<file path="src/rtl/regfile_hs_pkg.sv">
// Shared types and constants for the handshaked register file.
//   rd_state_e  : per-read-port FSM state (idle / holding data)
//   Def*        : default geometry used by the top and the read port
//   num_words() : number of registers for a given address width
package regfile_hs_pkg;

  typedef enum logic {
    RD_IDLE = 1'b0,
    RD_HOLD = 1'b1
  } rd_state_e;

  localparam int unsigned DefDataWidth = 32;
  localparam int unsigned DefAddrWidth = 5;

  function automatic int unsigned num_words(input int unsigned aw);
    return 32'd1 << aw;
  endfunction

endpackage

</file>
<file path="src/rtl/regfile_rd_port.sv">
// One read port of regfile_hs: request/ack handshake in, held data out.
//   clk_i, rst_i : clock, synchronous active-high reset
//   req_i        : read request, held by the requester until acked
//   stall_i      : addressed register has a pending write
//   ready_i      : consumer takes the held data this cycle
//   value_i      : already-bypassed value of the addressed register
//   ack_o        : request accepted this cycle (combinational)
//   valid_o      : data_o holds a read result (registered)
//   data_o       : held read data (registered)
module regfile_rd_port
  import regfile_hs_pkg::*;
#(
  parameter int unsigned DataWidth = DefDataWidth
) (
  input  logic                 clk_i,
  input  logic                 rst_i,
  input  logic                 req_i,
  input  logic                 stall_i,
  input  logic                 ready_i,
  input  logic [DataWidth-1:0] value_i,
  output logic                 ack_o,
  output logic                 valid_o,
  output logic [DataWidth-1:0] data_o
);

  rd_state_e            state_q, state_d;
  logic [DataWidth-1:0] data_q;
  logic                 can_take;

  // A new read may be taken when nothing is held, or when the held data is
  // consumed this very cycle (back-to-back, no bubble).
  assign can_take = (state_q == RD_IDLE) | ready_i;
  assign ack_o    = req_i & can_take & ~stall_i;

  // NOTE: combinational blocks assign every output a default first so no
  // path leaves it unassigned, which would otherwise infer a latch.
  always_comb begin
    state_d = state_q;
    if (ack_o) begin
      state_d = RD_HOLD;
    end else if (ready_i) begin
      state_d = RD_IDLE;
    end
  end

  // NOTE: sequential state uses non-blocking assignments so every flop
  // samples the pre-edge values regardless of statement order.
  always_ff @(posedge clk_i) begin
    if (rst_i) begin
      state_q <= RD_IDLE;
      data_q  <= '0;
    end else begin
      state_q <= state_d;
      if (ack_o) begin
        data_q <= value_i;
      end
    end
  end

  assign valid_o = (state_q == RD_HOLD);
  assign data_o  = data_q;

endmodule

</file>
<file path="src/rtl/regfile_hs.sv">
// Register file with per-port request/acknowledge handshakes and a busy
// scoreboard that stalls reads of registers awaiting writeback.
//   clk_i, rst_i   : clock, synchronous active-high reset
//   rd_req_i/rd_addr_i/rd_ack_o/rd_valid_o/rd_data_o/rd_ready_i
//                  : NumRead read ports, port p in slice p of each bus
//   wr_req_i/wr_addr_i/wr_data_i/wr_ack_o : write port, always accepted
//   lock_req_i/lock_addr_i/lock_ack_o     : reserve a destination register
//   busy_o         : registered scoreboard, one bit per register
module regfile_hs
  import regfile_hs_pkg::*;
#(
  parameter int unsigned          DataWidth  = DefDataWidth,
  parameter int unsigned          AddrWidth  = DefAddrWidth,
  parameter int unsigned          NumRead    = 2,
  parameter bit                   ZeroReg    = 1'b1,
  parameter logic [DataWidth-1:0] ResetValue = '0
) (
  input  logic                           clk_i,
  input  logic                           rst_i,
  input  logic [NumRead-1:0]             rd_req_i,
  input  logic [NumRead*AddrWidth-1:0]   rd_addr_i,
  output logic [NumRead-1:0]             rd_ack_o,
  output logic [NumRead-1:0]             rd_valid_o,
  output logic [NumRead*DataWidth-1:0]   rd_data_o,
  input  logic [NumRead-1:0]             rd_ready_i,
  input  logic                           wr_req_i,
  input  logic [AddrWidth-1:0]           wr_addr_i,
  input  logic [DataWidth-1:0]           wr_data_i,
  output logic                           wr_ack_o,
  input  logic                           lock_req_i,
  input  logic [AddrWidth-1:0]           lock_addr_i,
  output logic                           lock_ack_o,
  output logic [num_words(AddrWidth)-1:0] busy_o
);

  localparam int unsigned NumWords = num_words(AddrWidth);

  logic [DataWidth-1:0] mem [NumWords];
  logic [NumWords-1:0]  busy_q, busy_eff, busy_d;
  logic                 lock_is_zero;
  logic                 wr_en;

  assign wr_ack_o     = wr_req_i;
  assign wr_en        = wr_req_i & ~(ZeroReg && (wr_addr_i == '0));
  assign lock_is_zero = ZeroReg && (lock_addr_i == '0);

  // A write landing this cycle releases its register immediately, so locks
  // and reads of that register are not stalled by the stale busy bit.
  always_comb begin
    busy_eff = busy_q;
    if (wr_req_i) begin
      busy_eff[wr_addr_i] = 1'b0;
    end
  end

  assign lock_ack_o = lock_req_i & (~busy_eff[lock_addr_i] | lock_is_zero);

  // Lock is applied after the write release: write+lock to one address
  // leaves the register busy for the new producer.
  always_comb begin
    busy_d = busy_eff;
    if (lock_ack_o && !lock_is_zero) begin
      busy_d[lock_addr_i] = 1'b1;
    end
  end

  // NOTE: the storage is reset word by word, so it maps to flops rather
  // than a RAM macro; this is required because every register must come
  // out of reset with a known value.
  always_ff @(posedge clk_i) begin
    if (rst_i) begin
      busy_q <= '0;
      for (int i = 0; i < NumWords; i++) begin
        mem[i] <= (ZeroReg && i == 0) ? '0 : ResetValue;
      end
    end else begin
      busy_q <= busy_d;
      if (wr_en) begin
        mem[wr_addr_i] <= wr_data_i;
      end
    end
  end

  assign busy_o = busy_q;

  for (genvar p = 0; p < NumRead; p++) begin : g_rd_port
    logic [AddrWidth-1:0] addr;
    logic [DataWidth-1:0] value;
    logic                 stall;

    assign addr  = rd_addr_i[p*AddrWidth +: AddrWidth];
    assign stall = busy_eff[addr];

    // Hardwired zero wins over the same-cycle write bypass.
    always_comb begin
      value = mem[addr];
      if (ZeroReg && addr == '0) begin
        value = '0;
      end else if (wr_req_i && wr_addr_i == addr) begin
        value = wr_data_i;
      end
    end

    regfile_rd_port #(
      .DataWidth(DataWidth)
    ) u_rd_port (
      .clk_i  (clk_i),
      .rst_i  (rst_i),
      .req_i  (rd_req_i[p]),
      .stall_i(stall),
      .ready_i(rd_ready_i[p]),
      .value_i(value),
      .ack_o  (rd_ack_o[p]),
      .valid_o(rd_valid_o[p]),
      .data_o (rd_data_o[p*DataWidth +: DataWidth])
    );
  end

endmodule
</file>
<file path="config.mk">
export PLATFORM = sky130hd
export DESIGN_NAME = regfile_hs
export DESIGN_NICKNAME = d
export VERILOG_FILES = /design/src/rtl/regfile_hs_pkg.sv /design/src/rtl/regfile_rd_port.sv /design/src/rtl/regfile_hs.sv
export SDC_FILE = /design/constraint.sdc
export NUM_CORES = 2
export LEC_CHECK = 0
export CAP_MARGIN = 30
export CORE_MARGIN = 5
export CORE_UTILIZATION = 57
export DETAILED_ROUTE_END_ITERATION = 10
export MAX_ROUTING_LAYER = met4
export PLACE_DENSITY = 0.86
export SLEW_MARGIN = 10
export SYNTH_ARGS = -nofsm -noshare
export SYNTH_HDL_FRONTEND = slang
export SYNTH_SLANG_ARGS = --single-unit
</file>
<file path="constraint.sdc">
create_clock -name clk_i -period 3.45 [get_ports clk_i]
set_input_delay 0.8625 -clock clk_i [delete_from_list [all_inputs] [get_ports clk_i]]
set_output_delay 0.8625 -clock clk_i [all_outputs]
set_load 0.03 [all_outputs]
</file>
### Word level (Yosys, flattened, before mapping)

Memory sizes are Yosys's and may differ from the RTL's.
Index checks and enable logic that the tools add are counted.

* add/sub/neg operators: 0
* $mul: 0
* div/mod/pow operators: 0
* magnitude comparators: 6
* equality and inequality tests: 2
* shifts and indexed selects: 0
* multiplexer cells: 28
* bitwise gates (word level): 18
* reduce and logical (&&, ||, !) cells: 13

Operators with widths (count)
* $mux W32: 7
* $and A32 B32 Y32: 1
* $not A32 Y32: 1
* $or A32 B32 Y32: 1
* $reduce_or A32 Y1: 1
* $lt A5 B6 Y1 const B: 4
* $logic_not A5 Y1: 4
* $bmux W1 S5: 3
* $mux W1: 15
* $demux W1 S5: 2
* $eq A5 B5 Y1: 2
* $ge A5 B1 Y1 const B: 2
* $and A1 B1 Y1: 6
* $not A1 Y1: 6
* $logic_and A1 B1 Y1: 5
* $mux W5: 1
* $reduce_bool A2 Y1: 2
* $or A1 B1 Y1: 3
* $logic_not A1 Y1: 1

* bits in registers: 98
* latch bits: 0
* memory bits (writable): 1024
* memory bits (read-only): 0
* bits of input ports: 60
* output and inout bits: 102
* logic and storage cells: 73
* memories: 1

Memory list
* mem: depth 32, width 32, rd ports 2, clocked after memory_dff 0, wr ports 32, line regfile_hs.sv:38 `logic [DataWidth-1:0] mem [NumWords];`

### Depth between registers and ports, before layout

* depth in word-level cells: 14
* mapped depth: 12
* mapped depth without buffers: 7

### Hierarchy

Synthesis repeated with hierarchy kept, for this count alone.

* cell total of the unflattened synthesis: 3940
* area total of the unflattened synthesis: 60543.1 sq um

By module, submodules not included
* regfile_hs: times used 1, cells an instance 3652, area an instance 57490.1 sq um, seq. area each 31390.1 sq um
* regfile_rd_port: times used 2, cells an instance 144, area an instance 1526.5 sq um, seq. area each 660.6 sq um

### Least setup slack after synthesis

OpenSTA, ideal clock, no wires.

* kind: input-to-output
* start point: input rd_addr_i[6]
* end point: output rd_ack_o[1]
* arrival time: 2.783 ns
* data required time: 2.588 ns
* setup slack: -0.195 ns
* stages on the path: 10
* path buffers: 3
* path through: buf_4 xnor2_2 nor3b_1 o31a_1 o311ai_1 a21oi_4 nor2_2 buf_2 inv_1 buf_4

* word-level cells in the longest chain between the ends: 4

RTL lines
* from (decl): line regfile_hs.sv:21 `input logic [NumRead*AddrWidth-1:0] rd_addr_i,`
* $bmux W1 S5: line regfile_hs.sv:92 `assign stall = busy_eff[addr];`
* $mux W1 (implied by the code): line regfile_hs.sv:92
* $not A1 Y1: line regfile_rd_port.sv:33 `assign ack_o = req_i & can_take & ~stall_i;`
* $and A1 B1 Y1: line regfile_rd_port.sv:33
* to (decl): line regfile_hs.sv:22 `output logic [NumRead-1:0] rd_ack_o,`

No other way between the ends. The select of a mux whose other input is x is not followed.

### Worst setup path after layout

* start point: input wr_addr_i[4]
* end point: output rd_ack_o[0]

* word-level cells in the longest chain between the ends: 11
* elaborated cells between the ends (all ways): 12
* classes of those cells: 2 x order compare; 5 x mux; 4 x bitwise; 1 x reduce/logical

RTL lines
* from (decl): line regfile_hs.sv:27 `input logic [AddrWidth-1:0] wr_addr_i,`
* $lt A5 B6 Y1 (implied by the code) / $ge A5 B1 Y1 (equally long branches): line regfile_hs.sv:52 `busy_eff[wr_addr_i] = 1'b0;`
* $logic_and A1 B1 Y1 (implied by the code): line regfile_hs.sv:52
* $mux W1 (implied by the code): line regfile_hs.sv:52
* $demux W1 S5 *: line regfile_hs.sv:52
* $not A32 Y32 (no line) *
* $and A32 B32 Y32 (no line) *
* $mux W32 *: line regfile_hs.sv:51 `if (wr_req_i) begin`
* $bmux W1 S5 *: line regfile_hs.sv:92
* $mux W1 (implied by the code) *: line regfile_hs.sv:92
* $not A1 Y1 *: line regfile_rd_port.sv:33
* $and A1 B1 Y1 *: line regfile_rd_port.sv:33

Every way passes the cells marked *; elsewhere a longest branch is shown, timed or not. The select of a mux whose other input is x is not followed.

==> run metrics <==
status complete, but fails checks; failing checks negative setup slack; register area share after synthesis 54.3%; chip height 335 um; R2R Path End g_rd_port[0].u_rd_port.data_o[10]$_SDFFE_PP0P_; reg2reg path depth 10; #FFs+latches synth 1,122; DRT Pass-1 Iters 10; arrival time at the worst endpoint 2.81 ns; FILL cells 6,563; Hold Path Cell Cnt 2; Worst-path clk slew 0.06 ns; Post-synth EDFFs 1,024; most common cell after layout, fill and taps aside edfxtp_1; fin nets 4,653; fin crit share 106%; worst skew pair latency 0.74 ns; first-pass GRT wire length 317 mm; # IOs 162; CP required 2.59 ns; Tot GR Track Use 40.3%; Slew HR 36.8%; share of layout cells above drive strength 1 29.8%; Vias/cell 7.38; DRT iter0 DRCs 9,008; critical path endpoint category output pin; flop-to-flop setup slack 0.78 ns; final max-slew violation count 0; drt wl/cell 36.4 um; Final GP Congestion 1.01; CTS tree yes; Critical Path Source Type input port; Yosys cell types 81; Max Cap Viol 0; commonest cells after routing, fill and taps aside edfxtp_1 (1,024), and2_1 (994), mux4_2 (515); final setup vio count 4; worst min-delay path category flip-flop to flip-flop; Synth warnings 0; chip width 335 um; VDD IR max 0.000535 V; port bufs 161; RSZ-0062 raised after global routing true; CTS Root Cell clkbuf_16; ys async rst share 0%; min-delay src g_rd_port[0].u_rd_port.data_o[27]$_SDFFE_PP0P_; Worst Skew 0.0299 ns; Hold EP g_rd_port[0].u_rd_port.data_o[27]$_SDFFE_PP0P_; Placed Area 67,200 um2; CTS Buffer Depth 3; leakage 25.4 nW; H-tree depth 3; Post-DP HPWL 141 mm; power per standard cell area 470 nW/um2; CTS buffer count 114; Cells after Synth 4,200; worst r2r src busy_o[4]$_SDFF_PP0_; DRC 0; Initial Util 57.3%; Util after Layout 68.2%; die footprint 112,000 um2; initial antenna violation count 20; Post-Layout Inst Area 71,700 um2; Synth Area per Inst 14.3 um2; min cycle time layout 3.67 ns; Primary FF master, synth edfxtp_1; Final Hold Fails 0; final wirelength 223 mm; critical path peak fanout 6; WHS 0.476 ns; vias 45,106; largest net degree at the start of global routing 86; fin worst setup slack -0.222 ns; Setup WS pre-CTS -1.03 ns; Routed Antenna Nets 0; Post-Syn Area 60,200 um2; vias in the first global route 45,506; setup TNS -0.585 ns; worst-margin pin slew 0.942 ns; WS Path Type input port to output pin; Core ar. 105,000 um2; Row Count 119; area grow syn2layout 19.1%; clock sink count 1,122; Fmax 0.272 GHz; gr ovfl total 0
## flip-flops by register name, summed over array words and instances (netlist names)
register                     cells
mem                           1024
g_rd_port.u_rd_port.valid_o      2
busy_o                          32
g_rd_port.u_rd_port.data_o      64
## final cells by class
cell class / instances / area (um2) / area share, %
clock inverter: 41 / 420 / 0.586
clock buffer: 172 / 3310 / 4.62
timing repair buffer: 698 / 7250 / 10.1
tap: 1391 / 1740 / 2.43
inverter: 16 / 66.3 / 0.0925
multi-input combinational: 2641 / 26100 / 36.4
antenna: 33 / 82.6 / 0.115
sequential: 1122 / 32700 / 45.6
## where the power goes
| group | internal (mW) | switching, mW |
|---|---|---|
| Sequential | 15.6 | 0.468 |
| Combinational | 2.24 | 2.85 |
| Clock | 7.13 | 5.40 |
| Total | 25.0 | 8.72 |
## routing by layer
metal,wire [um],vias up,track usage (%)
met5,0,-,-
met4,20800,0,27.1
met3,40900,1506,16.3
met2,93700,5004,56.0
met1,67300,21618,48.5
li1,-,16978,-
## how the worst max path moves through the flow
stage,slack (ns),start,endpoint
CTS,-0.34,wr_addr_i[3],rd_ack_o[0]
detailed placement,-1.03,wr_addr_i[1],rd_ack_o[1]
finish,-0.22,wr_addr_i[4],rd_ack_o[0]
floorplan,-0.06,rd_addr_i[6],rd_ack_o[1]
global route,-0.28,wr_addr_i[0],lock_ack_o
global placement,-0.98,wr_addr_i[1],rd_ack_o[0]
## Yosys cell counts (33+ instances only)
cell	n	area [um2]
mux2i_1	148	1480
o22ai_1	47	294
edfxtp_1	1024	30700
nor3_1	33	165
dfxtp_1	98	1960
a211oi_1	75	563
and3_1	40	250
nand2_1	142	533
clkbuf_1	298	1120
mux4_2	515	11600
and2_1	994	6220
a22oi_1	34	255
nand2b_1	43	269
o21ai_0	97	485
buf_2	90	450
nor2_1	59	221
## critical path, cell delays in order
cell,delay (ns)
buf_8,0.08
buf_12,0.11
buf_12,0.10
and4bb_2,0.26
a211oi_2,0.17
a31oi_1,0.07
o221ai_1,0.26
a31oi_1,0.14
buf_4,0.16
a211oi_4,0.36
inv_4,0.07
buf_6,0.15
## stage by stage
stage,power (mW),cells
after floorplan,18.9,4231
final,33.7,6114
after detailed placement,21.1,5833
after global routing,34.3,6102
after global placement,20.9,5833
after CTS,33.4,6076
## cell families (layout without fill, tap and decap cells)
group           count (synthesis)  count (layout)  share of synthesized area, %
compound gates                454             454                          5.27
xor+xnor                       12              12                         0.200
buf+inv                       468             927                          3.45
flops                        1122            1122                          54.3
mux                           695             695                          22.3
other cells                     1              65                       0.00623
simple gates                 1448            1448                          14.4
## repair_timing
action                                  CTS  global route
hold buffers                              0             0
cloned                                    1             0
endpoints found under the setup margin    3             3
resized for setup                        84            43
pin swaps                                25            32
buffers inserted                         30             9
(Power assumes the default switching activity.)
